File: src/rtl/memtest_pkg.sv
// Shared definitions for the RAM tester: state encoding, test pattern and
// read-latency legality check.
package memtest_pkg;

   localparam int STATE_W = 3;

   typedef enum logic [STATE_W-1:0] {
      ST_IDLE  = 3'd0,
      ST_WRITE = 3'd1,
      ST_READ  = 3'd2,
      ST_WAIT  = 3'd3,
      ST_CHECK = 3'd4,
      ST_DONE  = 3'd5,
      ST_FAIL  = 3'd6
   } state_e;

   // Pattern for address a: the address zero-extended to the data width, XOR seed.
   function automatic logic [31:0] exp_pat(input logic [31:0] a, input logic [31:0] seed,
                                           input int unsigned m);
      logic [31:0] mask;
      mask = (m >= 32) ? '1 : ((32'd1 << m) - 32'd1);
      return (a ^ seed) & mask;
   endfunction

   function automatic bit rd_lat_ok(input int l);
      return (l >= 1) && (l <= 4);
   endfunction

endpackage

File: src/rtl/memoria_ram_tester.sv
// Write/read-back tester for the MemoriaRAM block. Optional build macro
// MEMTEST_ERRCNT_EN counts all mismatches instead of stopping at the first.
module memoria_ram_tester
   import memtest_pkg::*;
#(
   parameter int           N      = 4,
   parameter int           M      = 4,
   parameter logic [M-1:0] SEED   = 4'hA,
   parameter int           RD_LAT = 1
) (
   input  logic         clk_i,
   input  logic         rst_ni,
   input  logic         start_i,
   input  logic         abort_i,
   output logic [N-1:0] addr_o,
   output logic [M-1:0] dato_write_o,
   output logic         wren_o,
   output logic         rden_o,
   input  logic [M-1:0] dato_read_i,
   output logic         busy_o,
   output logic         done_o,
   output logic         pass_o,
`ifdef MEMTEST_ERRCNT_EN
   output logic [N:0]   err_cnt_o,
`endif
   output logic [N-1:0] fail_addr_o,
   output logic [M-1:0] fail_data_o
);

   if (!rd_lat_ok(RD_LAT)) begin : g_bad_rd_lat
      $error("memoria_ram_tester: RD_LAT must be in 1..4");
   end

   localparam logic [N-1:0] CNT_MAX   = '1;
   localparam logic [1:0]   WAIT_LAST = 2'((RD_LAT > 1) ? RD_LAT - 2 : 0);

   function automatic logic [M-1:0] expected(input logic [N-1:0] a);
      logic [31:0] t;
      t = exp_pat(32'(a), 32'(SEED), M);
      return t[M-1:0];
   endfunction

   state_e       state_q, state_d;
   logic [N-1:0] cnt_q, cnt_d;
   logic [1:0]   wait_q, wait_d;
   logic [N-1:0] fail_addr_q, fail_addr_d;
   logic [M-1:0] fail_data_q, fail_data_d;
   logic [N-1:0] addr_q, addr_d;
   logic [M-1:0] dwr_q, dwr_d;
   logic         wren_q, wren_d, rden_q, rden_d;
   logic         busy_q, busy_d, done_q, done_d, pass_q, pass_d;
   logic         mismatch;
`ifdef MEMTEST_ERRCNT_EN
   localparam logic [N:0] ERR_SAT = {1'b1, {N{1'b0}}};
   logic [N:0]   err_q, err_d;
`endif

   always_comb begin
      state_d     = state_q;
      cnt_d       = cnt_q;
      wait_d      = wait_q;
      fail_addr_d = fail_addr_q;
      fail_data_d = fail_data_q;
`ifdef MEMTEST_ERRCNT_EN
      err_d       = err_q;
`endif
      mismatch    = (dato_read_i != expected(cnt_q));

      case (state_q)
         ST_IDLE, ST_DONE, ST_FAIL: begin
            if (start_i) begin
               state_d     = ST_WRITE;
               cnt_d       = '0;
               fail_addr_d = '0;
               fail_data_d = '0;
`ifdef MEMTEST_ERRCNT_EN
               err_d       = '0;
`endif
            end
         end
         ST_WRITE: begin
            // Counter wraps to 0 on the last address, ready for the read pass.
            cnt_d = cnt_q + N'(1);
            if (cnt_q == CNT_MAX) state_d = ST_READ;
         end
         ST_READ: begin
            wait_d  = '0;
            state_d = (RD_LAT > 1) ? ST_WAIT : ST_CHECK;
         end
         ST_WAIT: begin
            if (wait_q == WAIT_LAST) state_d = ST_CHECK;
            else                     wait_d  = wait_q + 2'd1;
         end
         ST_CHECK: begin
`ifdef MEMTEST_ERRCNT_EN
            if (mismatch) begin
               if (err_q == '0) begin
                  fail_addr_d = cnt_q;
                  fail_data_d = dato_read_i;
               end
               if (err_q != ERR_SAT) err_d = err_q + (N+1)'(1);
            end
            cnt_d   = cnt_q + N'(1);
            state_d = (cnt_q == CNT_MAX) ? ST_DONE : ST_READ;
`else
            if (mismatch) begin
               fail_addr_d = cnt_q;
               fail_data_d = dato_read_i;
               state_d     = ST_FAIL;
            end else begin
               cnt_d   = cnt_q + N'(1);
               state_d = (cnt_q == CNT_MAX) ? ST_DONE : ST_READ;
            end
`endif
         end
         default: state_d = ST_IDLE;
      endcase

      if (abort_i) begin
         state_d     = ST_IDLE;
         cnt_d       = '0;
         wait_d      = '0;
         fail_addr_d = '0;
         fail_data_d = '0;
`ifdef MEMTEST_ERRCNT_EN
         err_d       = '0;
`endif
      end

      // Outputs are decoded from the next state so the registers track the state.
      wren_d = (state_d == ST_WRITE);
      rden_d = (state_d == ST_READ);
      busy_d = (state_d inside {ST_WRITE, ST_READ, ST_WAIT, ST_CHECK});
      addr_d = busy_d ? cnt_d : '0;
      dwr_d  = wren_d ? expected(cnt_d) : '0;
      done_d = (state_d == ST_DONE) || (state_d == ST_FAIL);
`ifdef MEMTEST_ERRCNT_EN
      pass_d = (state_d == ST_DONE) && (err_d == '0);
`else
      pass_d = (state_d == ST_DONE);
`endif
   end

   always_ff @(posedge clk_i) begin
      if (!rst_ni) begin
         state_q     <= ST_IDLE;
         cnt_q       <= '0;
         wait_q      <= '0;
         fail_addr_q <= '0;
         fail_data_q <= '0;
         addr_q      <= '0;
         dwr_q       <= '0;
         wren_q      <= 1'b0;
         rden_q      <= 1'b0;
         busy_q      <= 1'b0;
         done_q      <= 1'b0;
         pass_q      <= 1'b0;
`ifdef MEMTEST_ERRCNT_EN
         err_q       <= '0;
`endif
      end else begin
         state_q     <= state_d;
         cnt_q       <= cnt_d;
         wait_q      <= wait_d;
         fail_addr_q <= fail_addr_d;
         fail_data_q <= fail_data_d;
         addr_q      <= addr_d;
         dwr_q       <= dwr_d;
         wren_q      <= wren_d;
         rden_q      <= rden_d;
         busy_q      <= busy_d;
         done_q      <= done_d;
         pass_q      <= pass_d;
`ifdef MEMTEST_ERRCNT_EN
         err_q       <= err_d;
`endif
      end
   end

   assign addr_o       = addr_q;
   assign dato_write_o = dwr_q;
   assign wren_o       = wren_q;
   assign rden_o       = rden_q;
   assign busy_o       = busy_q;
   assign done_o       = done_q;
   assign pass_o       = pass_q;
   assign fail_addr_o  = fail_addr_q;
   assign fail_data_o  = fail_data_q;
`ifdef MEMTEST_ERRCNT_EN
   assign err_cnt_o    = err_q;
`endif

endmodule

File: config.mk
export PLATFORM = sky130hd
export DESIGN_NAME = memoria_ram_tester
export DESIGN_NICKNAME = d
export VERILOG_FILES = /design/src/rtl/memtest_pkg.sv /design/src/rtl/memoria_ram_tester.sv
export SDC_FILE = /design/constraint.sdc
export NUM_CORES = 1
export LEC_CHECK = 0
export BUFFER_PORTS_ARGS = -buffer_cell sky130_fd_sc_hd__buf_2
export CAP_MARGIN = 15
export CORE_ASPECT_RATIO = 1.1
export CORE_MARGIN = 1
export CORE_UTILIZATION = 45
export CTS_CLUSTER_SIZE = 8
export DETAILED_ROUTE_END_ITERATION = 8
export GPL_ROUTABILITY_DRIVEN = 0
export GPL_TIMING_DRIVEN = 0
export MAX_ROUTING_LAYER = met4
export PLACE_DENSITY = 0.73
export REMOVE_ABC_BUFFERS = 1
export SYNTH_ARGS = -nofsm -noshare
export SYNTH_HDL_FRONTEND = slang
export SYNTH_SLANG_ARGS = --single-unit
File: constraint.sdc
create_clock -name clk_i -period 2.1 [get_ports clk_i]
set_input_delay 0.21 -clock clk_i [delete_from_list [all_inputs] [get_ports clk_i]]
set_output_delay 0.21 -clock clk_i [all_outputs]
set_load 0.1 [all_outputs]
Word-level counts from Yosys, hierarchy flattened. Cells that the tools add are included.

Add/subtract/negate cells: 2. Bitwise logic cells: 3. Equality and inequality tests: 17. Reduce and logical (&&, ||, !) cells: 12. Multiplexer cells: 18.

Operators by type and width (number): $mux 4 (6); $eq 3x3->1 const B (6); $mux 3 (6); $pmux 4 s2 (2); $pmux 3 s5 (1); $eq 3x2->1 const B (4); $pmux 4 s3 (1); $eq 3x1->1 const B (2); $ne 2x2->1 const B (3); $reduce_and 2->1 (3); $add 4x1->4 const B (1); $eq 4x4->1 const B (1); $ne 4x4->1 (1); $not 2->2 (2); $pmux 2 s2 (1); $reduce_bool 2->1 (2); $reduce_bool 4->1 (1); $logic_not 3->1 (1); $reduce_and 3->1 (1); $reduce_or 3->1 (1); $add 2x1->2 const B (1); $logic_not 2->1 (1); $mux 2 (1); $reduce_or 2->1 (1); 2 further kinds (2).

Register bits: 30. Output and inout port bits: 21. Bits of input ports: 8. Word-level logic and storage cells: 64.

Logic depth before layout (Yosys ltp).
Depth after elaboration: 8. Gate-level depth with buffers: 9. Mapped depth without buffers: 8.

Worst setup path before layout. No wires, ideal clock.

Path kind: register to register. From: register wait_q[0]. To: register addr_q[0] (netlist: addr_o[0]). Path buffers: 0. Setup time: 0.133 ns. Stages on the path, launching flop included: 9. Period minus slack after synthesis: 1.814 ns. Slack: 0.286 ns. Arrival time: 1.681 ns. Required time: 1.967 ns. Cells stage by stage: dfxtp_1 > inv_1 > ha_1 > nor2b_1 > o22ai_1 > a2111oi_0 > or3_4 > xor2_2 > nor3_1.

Cells in the longest elaborated chain, start to end: 7. Elaborated cells on any way between the ends: 10. Those cells by class: eq/ne: 4; mux: 3; reduce/logical: 3.

Ends and longest elaborated chain: from (decl) (line memoria_ram_tester.sv:45) `logic [1:0] wait_q, wait_d;`; from (signal assigned) (line memoria_ram_tester.sv:164) `wait_q <= wait_d;`; $logic_not 2->1 (*) (line memoria_ram_tester.sv:91) `if (wait_q == WAIT_LAST) state_d = ST_CHECK;`; $mux 3 (*) (line memoria_ram_tester.sv:91); $pmux 3 s5 (*) (line memoria_ram_tester.sv:69) `case (state_q)`; $mux 3 (*) (line memoria_ram_tester.sv:119) `if (abort_i) begin`; $eq 3x1->1, or another cell as far along (line memoria_ram_tester.sv:133) `busy_d = (state_d inside {ST_WRITE, ST_READ, ST_WAIT, ST_CHECK});`; $reduce_bool 4->1 (*) (line memoria_ram_tester.sv:133); $reduce_and 2->1 (no source line) (*); to (signal assigned) (line memoria_ram_tester.sv:167) `addr_q <= addr_d;`; to (decl) (line memoria_ram_tester.sv:48) `logic [N-1:0] addr_q, addr_d;`.

Every way passes the cells marked *; elsewhere a longest branch is shown, timed or not. A chain may end at the register's enable or synchronous reset.

Worst setup path after layout.
From: register wait_q[0]. To: register addr_q[1] (netlist: addr_o[1]).

The elaborated chain is that of the path after synthesis.

==> flow_summary.toml <==
[logic_synthesis]
syn_avg_cell_area_sq_um = 8.60
ys_top_cells_by_area = "dfxtp_1 41%, nor2_1 8.3%, a21oi_1 4.8%"
synth_cell_types = 47
synth.most_common_cell = "nor2_1"
yosysTopAreaCell = "dfxtp_1"
synth_common_cells = "32 x nor2_1, 30 x dfxtp_1, 14 x a21oi_1"
ys_warn_count = 0
ys_seq_area_share_pct = 41.3
synth_top_area_share_pct = 41.3
synthArstFlopShare_pct = 0
syn_area_sq_um = 1450
synthFlopType = "dfxtp_1"
synth-edff-count = 0
syn_inst = 169
ys_ff_latch = 30

[detailed_routing]
drc_errors = 0
wire_per_inst_um = 11.8
dr.first_iter.drc_count = 22
via_per_inst = 5.27
antenna_left = 0
firstDrtPassIters = 4
wirelength_um = 2700
route.vias.total = 1207

[global_routing]
grt_pass1_wl_um = 4380
gr-usage-met2_pct = 27.6
gr-usage-met1_pct = 19.4
busiest_layer = "met2"
grt_max_degree = 21
grt_use_met3_pct = 6.93
grt_pass1_vias = 1019
antenna_found_initial = 0
grt_overflow = 0
grt_util_all_layers_pct = 17.1

[setup_path]
r2r-end = "addr_o[1]"
reg2reg_depth = 8
rrSetupSlack_ps = 110
r2r_start = "wait_q[0]"
crit_path_end_kind = "register"
crit_arrival_ps = 2170
cp_data_required_time_ps = 2280
cp-start-kind = "register"
cp-startpoint = "wait_q[0]"
path_max_fanout = 5
path_class = "reg2reg"

[place]
portBuffers = 28
hpwl_um = 1940

[worst_hold_path]
hold_end = "rden_o"
min-delay-start = "rst_ni"
hp-class = "in2reg"
hold_depth = 3

[final_layout]
multi_input_area_sq_um = 822
fillers = 284
nets = 204
layout-drive-gt1-share_pct = 28.7
final-seq-area_sq_um = 606
n_antenna_cell = 0
area_delta_synth_final_pct = 16.5

[power_and_ir_drop]
combPwrFrac_pct = 10.5
pwr-share-clk_pct = 33.8
vdd_drop_max_v = 0.000419
p_leak_nw = 0.672
internal_power_mw = 0.767
seqPwrFrac_pct = 55.8
swShare_pct = 26.1
p_total_mw = 1.04
power.density_nw_per_um2 = 613
power.switching_mw = 0.270

[clocking]
cts_buffer_depth = 2
cts_tree = "built"
clkLatencyLatePin_ps = 330
ctsHoldBuffers = 0
root_buffer = "clkbuf_4"
clk_pin_slew_ps = 90
cts_made_buffers = 5
htree_levels = 2
post_cts_buffers = 0
cts.sinks = 30

[die]
io_pins = 29
start_util_pct = 47.7
die_x_um = 56.2
die_area_sq_um = 3460
num_rows = 21
die_height_um = 61.6
fp.coreArea_sq_um = 3050

[sta]
final_max_slew_viol_count = 0
finClkSkew_ps = 10.4
rsz0062_at_grt = "true"
max_freq_mhz = 503
fin_crit_ps = 1990
worst_pin_slew_ps = 740
maxSlewHeadroom_pct = 50.7
fin_crit_sh_pct = 94.7
setup_viol = 0
timing.hold.ws_ps = 162
hold_violations = 0

[run_status]
status = "complete, no violations"

[run]
cap_violations = 0
-- kinds of logic after synthesis --
| logic type | after synthesis | synth area share [%] |
|---|---|---|
| simple gates | 79 | 30.0 |
| compound gates | 34 | 16.1 |
| flops | 30 | 41.3 |
| buf+inv | 16 | 5.25 |
| xor+xnor | 5 | 3.53 |
| mux | 3 | 2.07 |
| fa+ha+maj | 2 | 1.72 |
-- sequential cells by signal, summed over array words and instances, names as in the netlist, 2 cells and up --
| signal | flops |
|---|---|
| fail_addr_o | 4 |
| wait_q | 2 |
| state_q | 3 |
| fail_data_o | 4 |
| dato_write_o | 4 |
| cnt_q | 4 |
| addr_o | 4 |
-- cells in the final DEF (no fill, tap or decap), types with 2 or more instances in the layout --
master	Yosys	layout
and2_1	2	2
a21oi_1	14	13
nand4b_1	2	2
dfxtp_2	0	4
or3_4	3	3
nand2b_1	4	4
xor2_1	2	2
a31o_2	2	2
buf_2	7	28
ha_1	2	2
a22oi_1	2	2
a31oi_1	2	2
inv_1	6	6
xnor2_1	2	2
nand3_1	3	3
o21ai_0	3	3
nor2_1	32	31
nand4_4	1	2
and3_1	2	2
nor3_1	4	4
mux2i_1	3	3
nand2_1	12	12
nor2b_1	4	4
dfxtp_1	30	26
clkbuf_4	0	5
-- critical path, stage by stage, from the launching register on --
cell	delay, ps
dfxtp_1	350
inv_1	50
ha_1	230
nor2b_1	160
o22ai_1	120
a2111oi_2	400
or3_4	250
xor2_4	210
nor3_1	80
-- worst max-delay path by stage --
| stage | slack (ps) | cells past startpoint | to |
|---|---|---|---|
| floorplan | 200 | 6 | addr_o[2] |
| CTS | 20 | 6 | addr_o[2] |
| detailed placement | -190 | 5 | fail_data_o[3] |
| global route | -20 | 8 | done_o |
| global placement | -140 | 5 | fail_addr_o[0] |
| finish | 110 | 8 | addr_o[1] |
-- per-layer routing --
metal | up-vias | routed length (um) | share of wire (%)
met5 | - | 0 | 0
met4 | 0 | 33 | 1.2
met3 | 4 | 131 | 4.8
met2 | 26 | 1310 | 48
met1 | 542 | 1230 | 45
li1 | 635 | - | -
-- through the flow --
stage / TNS (ps) / cell area (sq um) / setup WS (ps) / utilization [%] / cells
after floorplan: 0 / 1400 / 200 / - / 159
after CTS: 0 / 1650 / 23.7 / 54.1 / 229
after global placement: -1080 / 1580 / -135 / 51.9 / 221
after global routing: -16.7 / 1690 / -16.7 / 55.5 / 229
final: 0 / 1690 / 111 / 55.5 / 229
after detailed placement: -1500 / 1580 / -192 / 51.9 / 221
-- power groups by stage --
stage          Combinational (mW)  Sequential, mW  Clock, mW
3_5_place_dp                0.103           0.592          0
2_1_floorplan              0.0484           0.620          0
5_1_grt                     0.118           0.580      0.387
3_3_place_gp                0.101           0.592          0
6_report                    0.108           0.579      0.350
4_1_cts                     0.104           0.579      0.356
-- timing repair --
action,in CTS,in global routing
setup endpoints to repair,11,21
resized for setup,2,10
pin swaps,0,1
gates cloned,0,0
-- area by class of cell --
class,instances,area share (%)
tap,34,2.51
multi-input combinational,123,48.6
sequential,30,35.8
clock inverter,1,0.296
timing repair buffer,28,8.28
inverter,6,1.33
clock buffer,7,3.25
Power figures use the tool's default switching activity.
